--- config.mk ---
export PLATFORM = sky130hd
export DESIGN_NAME = mem_bus_ctrl
export DESIGN_NICKNAME = d
export VERILOG_FILES = /design/src/rtl/mem_bus_ctrl_pkg.sv /design/src/rtl/mem_bus_ctrl_mmio.sv /design/src/rtl/mem_bus_ctrl.sv
export SDC_FILE = /design/constraint.sdc
export NUM_CORES = 1
export LEC_CHECK = 0
export CORE_MARGIN = 2
export CORE_UTILIZATION = 25
export CTS_CLUSTER_DIAMETER = 150
export DETAILED_ROUTE_END_ITERATION = 12
export DONT_BUFFER_PORTS = 1
export PLACE_DENSITY_LB_ADDON = 0.25
export SYNTH_ARGS = -nofsm -noshare
export SYNTH_HDL_FRONTEND = slang
export SYNTH_SLANG_ARGS = --single-unit
--- constraint.sdc ---
create_clock -name clk -period 2.1 [get_ports clk]
set_input_delay 0.42 -clock clk [delete_from_list [all_inputs] [get_ports clk]]
set_output_delay 0.42 -clock clk [all_outputs]
set_load 0.005 [all_outputs]
--- src/rtl/mem_bus_ctrl_pkg.sv ---
// Shared definitions for the CPU-side memory bus controller.
//   - CPU command codes
//   - controller FSM states
//   - read-data source select
//   - default MMIO addresses for the LED register and switch port
package mem_bus_ctrl_pkg;

    typedef enum logic [1:0] {
        CmdNone  = 2'b00,
        CmdRead  = 2'b01,
        CmdWrite = 2'b10,
        CmdRsvd  = 2'b11
    } cmd_e;

    typedef enum logic [1:0] {
        StIdle  = 2'b00,
        StWrite = 2'b01,
        StRead  = 2'b10,
        StResp  = 2'b11
    } state_e;

    // Where the READ->RESP edge takes its response data from.
    typedef enum logic [1:0] {
        RdRam  = 2'b00,
        RdSw   = 2'b01,
        RdZero = 2'b10
    } rd_src_e;

    localparam logic [8:0] LedAddrDefault = 9'h100;
    localparam logic [8:0] SwAddrDefault  = 9'h140;

endpackage

--- src/rtl/mem_bus_ctrl_mmio.sv ---
// Address decode and LED register for mem_bus_ctrl.
// Configuration macro: MEM_BUS_MMIO_EN
//   defined   : LED_ADDR/SW_ADDR decode as MMIO; the LED register loads on led_we_i.
//   undefined : pure decode; LED/SW addresses fall into the unmapped range, led_o is 0.
// Ports:
//   clk_i, rst_i     clock, asynchronous active-high reset
//   addr_i           CPU request address
//   led_we_i         load the LED register this cycle (accepted write to led address)
//   led_wdata_i      LED load value
//   ram_hit_o        address lies inside the RAM window
//   led_hit_o        address is the LED register
//   sw_hit_o         address is the switch port
//   unmapped_o       none of the above
//   led_o            LED register contents
module mem_bus_ctrl_mmio
    import mem_bus_ctrl_pkg::*;
#(
    parameter int unsigned       RAM_AW   = 8,
    parameter int unsigned       CPU_AW   = 9,
    parameter logic [CPU_AW-1:0] LED_ADDR = CPU_AW'(LedAddrDefault),
    parameter logic [CPU_AW-1:0] SW_ADDR  = CPU_AW'(SwAddrDefault)
) (
    input  logic              clk_i,
    input  logic              rst_i,
    input  logic [CPU_AW-1:0] addr_i,
    input  logic              led_we_i,
    input  logic [7:0]        led_wdata_i,
    output logic              ram_hit_o,
    output logic              led_hit_o,
    output logic              sw_hit_o,
    output logic              unmapped_o,
    output logic [7:0]        led_o
);

    // RAM occupies 0 .. 2**RAM_AW-1: every bit above the RAM index must be clear.
    assign ram_hit_o  = ((addr_i >> RAM_AW) == '0);
    assign unmapped_o = ~(ram_hit_o | led_hit_o | sw_hit_o);

`ifdef MEM_BUS_MMIO_EN
    logic [7:0] led_d, led_q;

    assign led_hit_o = (addr_i == LED_ADDR);
    assign sw_hit_o  = (addr_i == SW_ADDR);

    always_comb begin
        led_d = led_q;
        if (led_we_i) begin
            led_d = led_wdata_i;
        end
    end

    always_ff @(posedge clk_i or posedge rst_i) begin
        if (rst_i) begin
            led_q <= 8'h00;
        end else begin
            led_q <= led_d;
        end
    end

    assign led_o = led_q;
`else
    logic unused_mmio;

    assign led_hit_o   = 1'b0;
    assign sw_hit_o    = 1'b0;
    assign led_o       = 8'h00;
    assign unused_mmio = ^{clk_i, rst_i, led_we_i, led_wdata_i, LED_ADDR, SW_ADDR};
`endif

endmodule

--- src/rtl/mem_bus_ctrl.sv ---
// CPU-side memory controller in front of a negedge-clocked data RAM.
// One CPU request at a time over valid/ready; writes take 1 cycle in WRITE, reads go
// through READ (RAM samples ram_raddr at the mid-cycle negedge) and RESP (held until
// rsp_ready). Unmapped accesses set a sticky bad_addr flag.
// Configuration macro: MEM_BUS_MMIO_EN enables the LED/switch MMIO decode.
// Ports:
//   clk, reset                    clock, asynchronous active-high reset
//   req_valid/req_cmd/req_addr/req_wdata/req_ready   CPU request channel
//   rsp_valid/rsp_rdata/rsp_ready                    CPU read response channel
//   ram_raddr/ram_waddr/ram_write/ram_din/ram_dout   data RAM ports
//   led, sw                       MMIO LED register and switch inputs
//   bad_addr                      sticky unmapped-access flag
module mem_bus_ctrl
    import mem_bus_ctrl_pkg::*;
#(
    parameter int unsigned       DATA_W   = 16,
    parameter int unsigned       RAM_AW   = 8,
    parameter int unsigned       CPU_AW   = 9,
    parameter logic [CPU_AW-1:0] LED_ADDR = CPU_AW'(LedAddrDefault),
    parameter logic [CPU_AW-1:0] SW_ADDR  = CPU_AW'(SwAddrDefault)
) (
    input  logic              clk,
    input  logic              reset,
    input  logic              req_valid,
    input  logic [1:0]        req_cmd,
    input  logic [CPU_AW-1:0] req_addr,
    input  logic [DATA_W-1:0] req_wdata,
    output logic              req_ready,
    output logic              rsp_valid,
    output logic [DATA_W-1:0] rsp_rdata,
    input  logic              rsp_ready,
    output logic [RAM_AW-1:0] ram_raddr,
    output logic [RAM_AW-1:0] ram_waddr,
    output logic              ram_write,
    output logic [DATA_W-1:0] ram_din,
    input  logic [DATA_W-1:0] ram_dout,
    output logic [7:0]        led,
    input  logic [7:0]        sw,
    output logic              bad_addr
);

    state_e            state_d, state_q;
    rd_src_e           rd_src_d, rd_src_q;
    logic              req_ready_d, req_ready_q;
    logic              rsp_valid_d, rsp_valid_q;
    logic [DATA_W-1:0] rsp_rdata_d, rsp_rdata_q;
    logic [RAM_AW-1:0] ram_raddr_d, ram_raddr_q;
    logic [RAM_AW-1:0] ram_waddr_d, ram_waddr_q;
    logic              ram_write_d, ram_write_q;
    logic [DATA_W-1:0] ram_din_d, ram_din_q;
    logic              bad_addr_d, bad_addr_q;

    logic ram_hit, led_hit, sw_hit, unmapped;
    logic led_we;

    mem_bus_ctrl_mmio #(
        .RAM_AW   (RAM_AW),
        .CPU_AW   (CPU_AW),
        .LED_ADDR (LED_ADDR),
        .SW_ADDR  (SW_ADDR)
    ) u_mmio (
        .clk_i       (clk),
        .rst_i       (reset),
        .addr_i      (req_addr),
        .led_we_i    (led_we),
        .led_wdata_i (req_wdata[7:0]),
        .ram_hit_o   (ram_hit),
        .led_hit_o   (led_hit),
        .sw_hit_o    (sw_hit),
        .unmapped_o  (unmapped),
        .led_o       (led)
    );

    always_comb begin
        state_d     = state_q;
        rd_src_d    = rd_src_q;
        req_ready_d = req_ready_q;
        rsp_valid_d = rsp_valid_q;
        rsp_rdata_d = rsp_rdata_q;
        ram_raddr_d = ram_raddr_q;
        ram_waddr_d = ram_waddr_q;
        ram_write_d = ram_write_q;
        ram_din_d   = ram_din_q;
        bad_addr_d  = bad_addr_q;
        led_we      = 1'b0;

        unique case (state_q)
            StIdle: begin
                // MNONE and the reserved code fall through with no effect.
                if (req_valid && req_ready_q && (req_cmd == CmdWrite)) begin
                    state_d     = StWrite;
                    req_ready_d = 1'b0;
                    led_we      = led_hit;
                    if (ram_hit) begin
                        ram_write_d = 1'b1;
                        ram_waddr_d = req_addr[RAM_AW-1:0];
                        ram_din_d   = req_wdata;
                    end
                    if (unmapped) begin
                        bad_addr_d = 1'b1;
                    end
                end else if (req_valid && req_ready_q && (req_cmd == CmdRead)) begin
                    state_d     = StRead;
                    req_ready_d = 1'b0;
                    if (ram_hit) begin
                        ram_raddr_d = req_addr[RAM_AW-1:0];
                        rd_src_d    = RdRam;
                    end else if (sw_hit) begin
                        rd_src_d = RdSw;
                    end else begin
                        rd_src_d   = RdZero;
                        bad_addr_d = 1'b1;
                    end
                end
            end
            StWrite: begin
                // RAM commits at the negedge inside this cycle.
                ram_write_d = 1'b0;
                req_ready_d = 1'b1;
                state_d     = StIdle;
            end
            StRead: begin
                // ram_dout has settled from the negedge sample of ram_raddr.
                unique case (rd_src_q)
                    RdRam:   rsp_rdata_d = ram_dout;
                    RdSw:    rsp_rdata_d = {{(DATA_W-8){1'b0}}, sw};
                    default: rsp_rdata_d = '0;
                endcase
                rsp_valid_d = 1'b1;
                state_d     = StResp;
            end
            StResp: begin
                if (rsp_ready) begin
                    rsp_valid_d = 1'b0;
                    req_ready_d = 1'b1;
                    state_d     = StIdle;
                end
            end
            default: begin
                state_d     = StIdle;
                req_ready_d = 1'b1;
                rsp_valid_d = 1'b0;
                ram_write_d = 1'b0;
            end
        endcase
    end

    always_ff @(posedge clk or posedge reset) begin
        if (reset) begin
            state_q     <= StIdle;
            rd_src_q    <= RdZero;
            req_ready_q <= 1'b1;
            rsp_valid_q <= 1'b0;
            rsp_rdata_q <= '0;
            ram_raddr_q <= '0;
            ram_waddr_q <= '0;
            ram_write_q <= 1'b0;
            ram_din_q   <= '0;
            bad_addr_q  <= 1'b0;
        end else begin
            state_q     <= state_d;
            rd_src_q    <= rd_src_d;
            req_ready_q <= req_ready_d;
            rsp_valid_q <= rsp_valid_d;
            rsp_rdata_q <= rsp_rdata_d;
            ram_raddr_q <= ram_raddr_d;
            ram_waddr_q <= ram_waddr_d;
            ram_write_q <= ram_write_d;
            ram_din_q   <= ram_din_d;
            bad_addr_q  <= bad_addr_d;
        end
    end

    assign req_ready = req_ready_q;
    assign rsp_valid = rsp_valid_q;
    assign rsp_rdata = rsp_rdata_q;
    assign ram_raddr = ram_raddr_q;
    assign ram_waddr = ram_waddr_q;
    assign ram_write = ram_write_q;
    assign ram_din   = ram_din_q;
    assign bad_addr  = bad_addr_q;

endmodule

==> impl_summary.md <==
Synth
After synthesis, the share of flip-flops with an asynchronous set or reset is 100%. Synthesis handed over a netlist of 178 instances. The post-synthesis compound-gate area fraction is 4.99%. The mapped netlist covers approximately 2400 µm². Of the total synthesized cell area, the portion taken by full adders, half adders and majority gates is 0%. The average footprint of a synthesized cell is around 13 µm². The count of unique library cells instantiated by Yosys is 25. The XOR/XNOR share of the synthesized area is 0%. Among all flip-flop cells after synthesis, the most frequent one is dfrtp_1. The number of register bits inferred by synthesis is 55. The count of yosys warnings during synthesis is 0. The fraction of the yosys area taken by sequential cells is 58.6%. After synthesis, the largest family of logic cells by area is multiplexers. The multiplexer area fraction after synthesis is 19.0%. The post-synthesis simple-gate area fraction is a little over a tenth.

Counting flops with a built-in enable in the synthesized netlist gives 0.

Floorplanning
The standard-cell row count is 35. For this configuration, the core starts out at a cell density of 25.6%. The die covers slightly above 10000 µm². The I/O pin count is between 100 and 150.

The floorplan step defined a core boundary enclosing 9200 µm². The width of the die is a little over 100 µm. From bottom edge to top edge, the die measures about 100 µm.

STA
The number of pins exceeding their max-slew limit in the final report came to 0. The time the worst path needs with I/O delays and setup is just under 2000 ps. Summed over all failing endpoints, the final setup total negative slack is 0 ps. The worst path meets setup with ~170 ps of slack. The total of endpoints with negative setup slack in the final report is 0.

Setup repair after global routing left no endpoint under its margin. The final clock period utilization by the worst path is about nine tenths. The number of endpoints with negative hold slack in the final report was 0. Across the routed clock network, the largest skew measured is 8.86 ps. Based on the critical path, the design can be clocked at up to a little over 500 MHz. Hold is met by about 250 ps.

Routing
In the routed layout, each cell is associated on average with a via count of ~4.3. The pre-antenna-repair detailed-routing pass consisted of 3 iterations. The iteration-0 DRC count of the detailed router is 22. The count of unresolved DRC violations after routing is 0. The detailed router placed between 1k and 1.5k vias in this run. The wire length per cell is between 15 and 20 µm. Wires add up to 4.42 mm. The remaining antenna violation count is 0.

Clock tree
Counting every sink on the clock net gives 55. CTS built an H-tree with a depth of 2. The clock tree from TritonCTS is built.

Buffers inserted during clock tree synthesis total 5. CTS placed an instance of clkbuf_8 at the clock tree root. Clock-pin slew was measured on the worst setup and hold paths at about 100 ps.

The number of setup buffers added after CTS is 0. The later pin in the worst-skew pair is clocked with a latency of about 300 ps. The maximum clock insertion buffer count is 2.

Critical path
STA classifies the critical path startpoint as a flop. STA puts the critical path data required time at around 2300 ps. The kind of end point of the critical path is a flop. The stage delay of the slowest cell on the critical path is between 600 and 700 ps. The worst path arrival time is roughly 2100 ps. The signal on the critical path passes through nand4b_2 > or4_4 > mux2_4. The largest fanout on the critical path is 24. The cell with the biggest individual delay on the critical path is or4_4. The count of buffering cells on the critical path with inverters included is 0.

Broken down by cell family, the worst path's largest delay share belongs to simple AND/OR/NAND/NOR gates. The setup path with the least slack is of type reg2reg.

Place
The quantity of I/O buffers inserted on ports is 0. The post-place setup slack is about 170 ps. The detailed-placement wirelength estimate is 3.09 mm. Summing all placed instances gives a cell area of around 2400 µm².

The routability congestion estimate is 0.684.

Pwr
The internal portion of the total power is 1340 µW. Combinational logic burns roughly 2.3% of the power. The worst IR drop on VDD is roughly 0.00028 V. In this run the power spent charging and discharging nets is about 350 µW. The share of total power dissipated in the clock network is a little over a third. The leakage power total is 0.00129 µW. The sequential cell fraction of total power is 62.6%. For this design the ratio of total power to cell area is roughly 670 nW/µm². The power after layout is between 1500 and 2000 µW. The switching share of power is about a fifth.

Finish
0 antenna diodes ended up in the layout. The relative area change from synthesis to final layout is 6.85%. The library cell used most frequently in the layout, excluding fill and tap cells, is dfrtp_1. The finished layout cell area is approximately 2500 µm². The top cell types in the final layout, fill and taps aside, are 53 x dfrtp_1, 22 x nand2_1, 20 x mux2_4, 18 x o21ai_0, 17 x nand2b_1.

The layout has between 900 and 1k filler cells. The final layout contains approximately 230 nets. The share of post-route cells with drive strength above 1 is 27.8%.

Min path
The path class of the lowest-slack min-delay path is in2reg.

Job
The max-capacitance violation count is 0.

Global routing
The number of global-route vias before repair is ~1.3k. Entering global routing, the biggest net connects 37 pins. The global routing usage summed across all routing layers is 8.44%. For this run the aggregate overflow at the end of global routing stands at 0. The number of antenna violations at the first check in global routing was 0. The first global-routing pass estimated between 6 and 7 mm of wire.

Status
The run finished with clean final reports.
-- worst register-to-register path: cells and delay by family, from the launching register on --
family / cells / cell delay, ps
flops: 1 / 590
mux: 1 / 400
simple gates: 2 / 830
-- cells in the mapped netlist (2+ instances only) --
cell / number / area [µm²]
buf_2: 2 / 10.0
nand2b_1: 17 / 106
buf_6: 2 / 22.5
dfstp_2: 2 / 52.6
a21oi_1: 2 / 10.0
mux2_4: 20 / 300
clkbuf_1: 3 / 11.3
buf_4: 8 / 60.1
nand2_1: 22 / 82.6
nor3_1: 2 / 10.0
dfrtp_1: 53 / 1330
mux2_2: 13 / 146
inv_1: 2 / 7.51
o21ai_0: 18 / 90.1
buf_12: 2 / 40.0
-- worst paths after layout --
path | slack, ps | cells after the start | to | from
setup reg to reg | 170 | 3 | ram_din[0] | req_ready
setup / recovery | 170 | 3 | ram_din[0] | req_ready
hold / removal | 250 | 2 | rsp_rdata[13] | ram_dout[13]
max in group asynchronous | 910 | 3 | req_ready | reset
hold reg to reg | 510 | 1 | bad_addr | bad_addr
min in group asynchronous | 580 | 2 | ram_din[2] | reset
-- what timing repair did --
action,CTS,global route
gates resized for setup,0,0
endpoints found under the hold margin,9,0
hold buffers,1,0
-- per-stage QoR --
stage | instances | util [%]
floorplan | 185 | -
global placement | 282 | 26.3
detailed placement | 282 | 26.3
CTS | 291 | 27.4
global route | 291 | 27.4
finish | 291 | 27.4
-- state kept, by name, summed over array words and instances, names as in the netlist --
signal,flops
rsp_valid,1
bad_addr,1
req_ready,1
ram_waddr,8
rsp_rdata,16
rd_src_q,1
ram_write,1
state_q,2
ram_raddr,8
ram_din,16
-- power by group through the flow --
stage	sequential [µW]	combinational (µW)	clock, µW
after global routing	1060	47.4	682
after floorplan	1080	37.6	0
final	1060	39.1	593
after detailed placement	1080	40.2	0
after CTS	1060	41.7	646
after global placement	1080	39.9	0
-- layout make-up --
| cell class | instances | area, µm² | share of cell area, % |
|---|---|---|---|
| sequential | 55 | 1380 | 54.8 |
| multi-input combinational | 110 | 847 | 33.7 |
| tap | 111 | 139 | 5.52 |
| clock buffer | 7 | 86.3 | 3.43 |
| timing repair buffer | 5 | 52.6 | 2.09 |
| inverter | 2 | 7.51 | 0.298 |
| clock inverter | 1 | 5.00 | 0.199 |
-- metal layers --
| metal | GRT usage [%] | vias to the layer above | part of all wire (%) |
|---|---|---|---|
| li1 | - | 580 | - |
| met1 | 10.1 | 595 | 41 |
| met2 | 13.6 | 60 | 49 |
| met3 | 3.61 | 5 | 9.0 |
| met4 | 2.81 | 0 | 1.2 |
| met5 | 0 | - | 0 |
-- cells by family (layout without fill, tap and decap cells) --
| group | count (synthesis) | in the layout |
|---|---|---|
| flip-flops | 55 | 55 |
| AND/OR/NAND/NOR | 47 | 47 |
| buffers and inverters | 20 | 15 |
| AO/OA/AOI/OAI | 22 | 22 |
| other | 1 | 8 |
| multiplexers | 33 | 33 |
No activity file was read; power rests on OpenSTA's default activity.
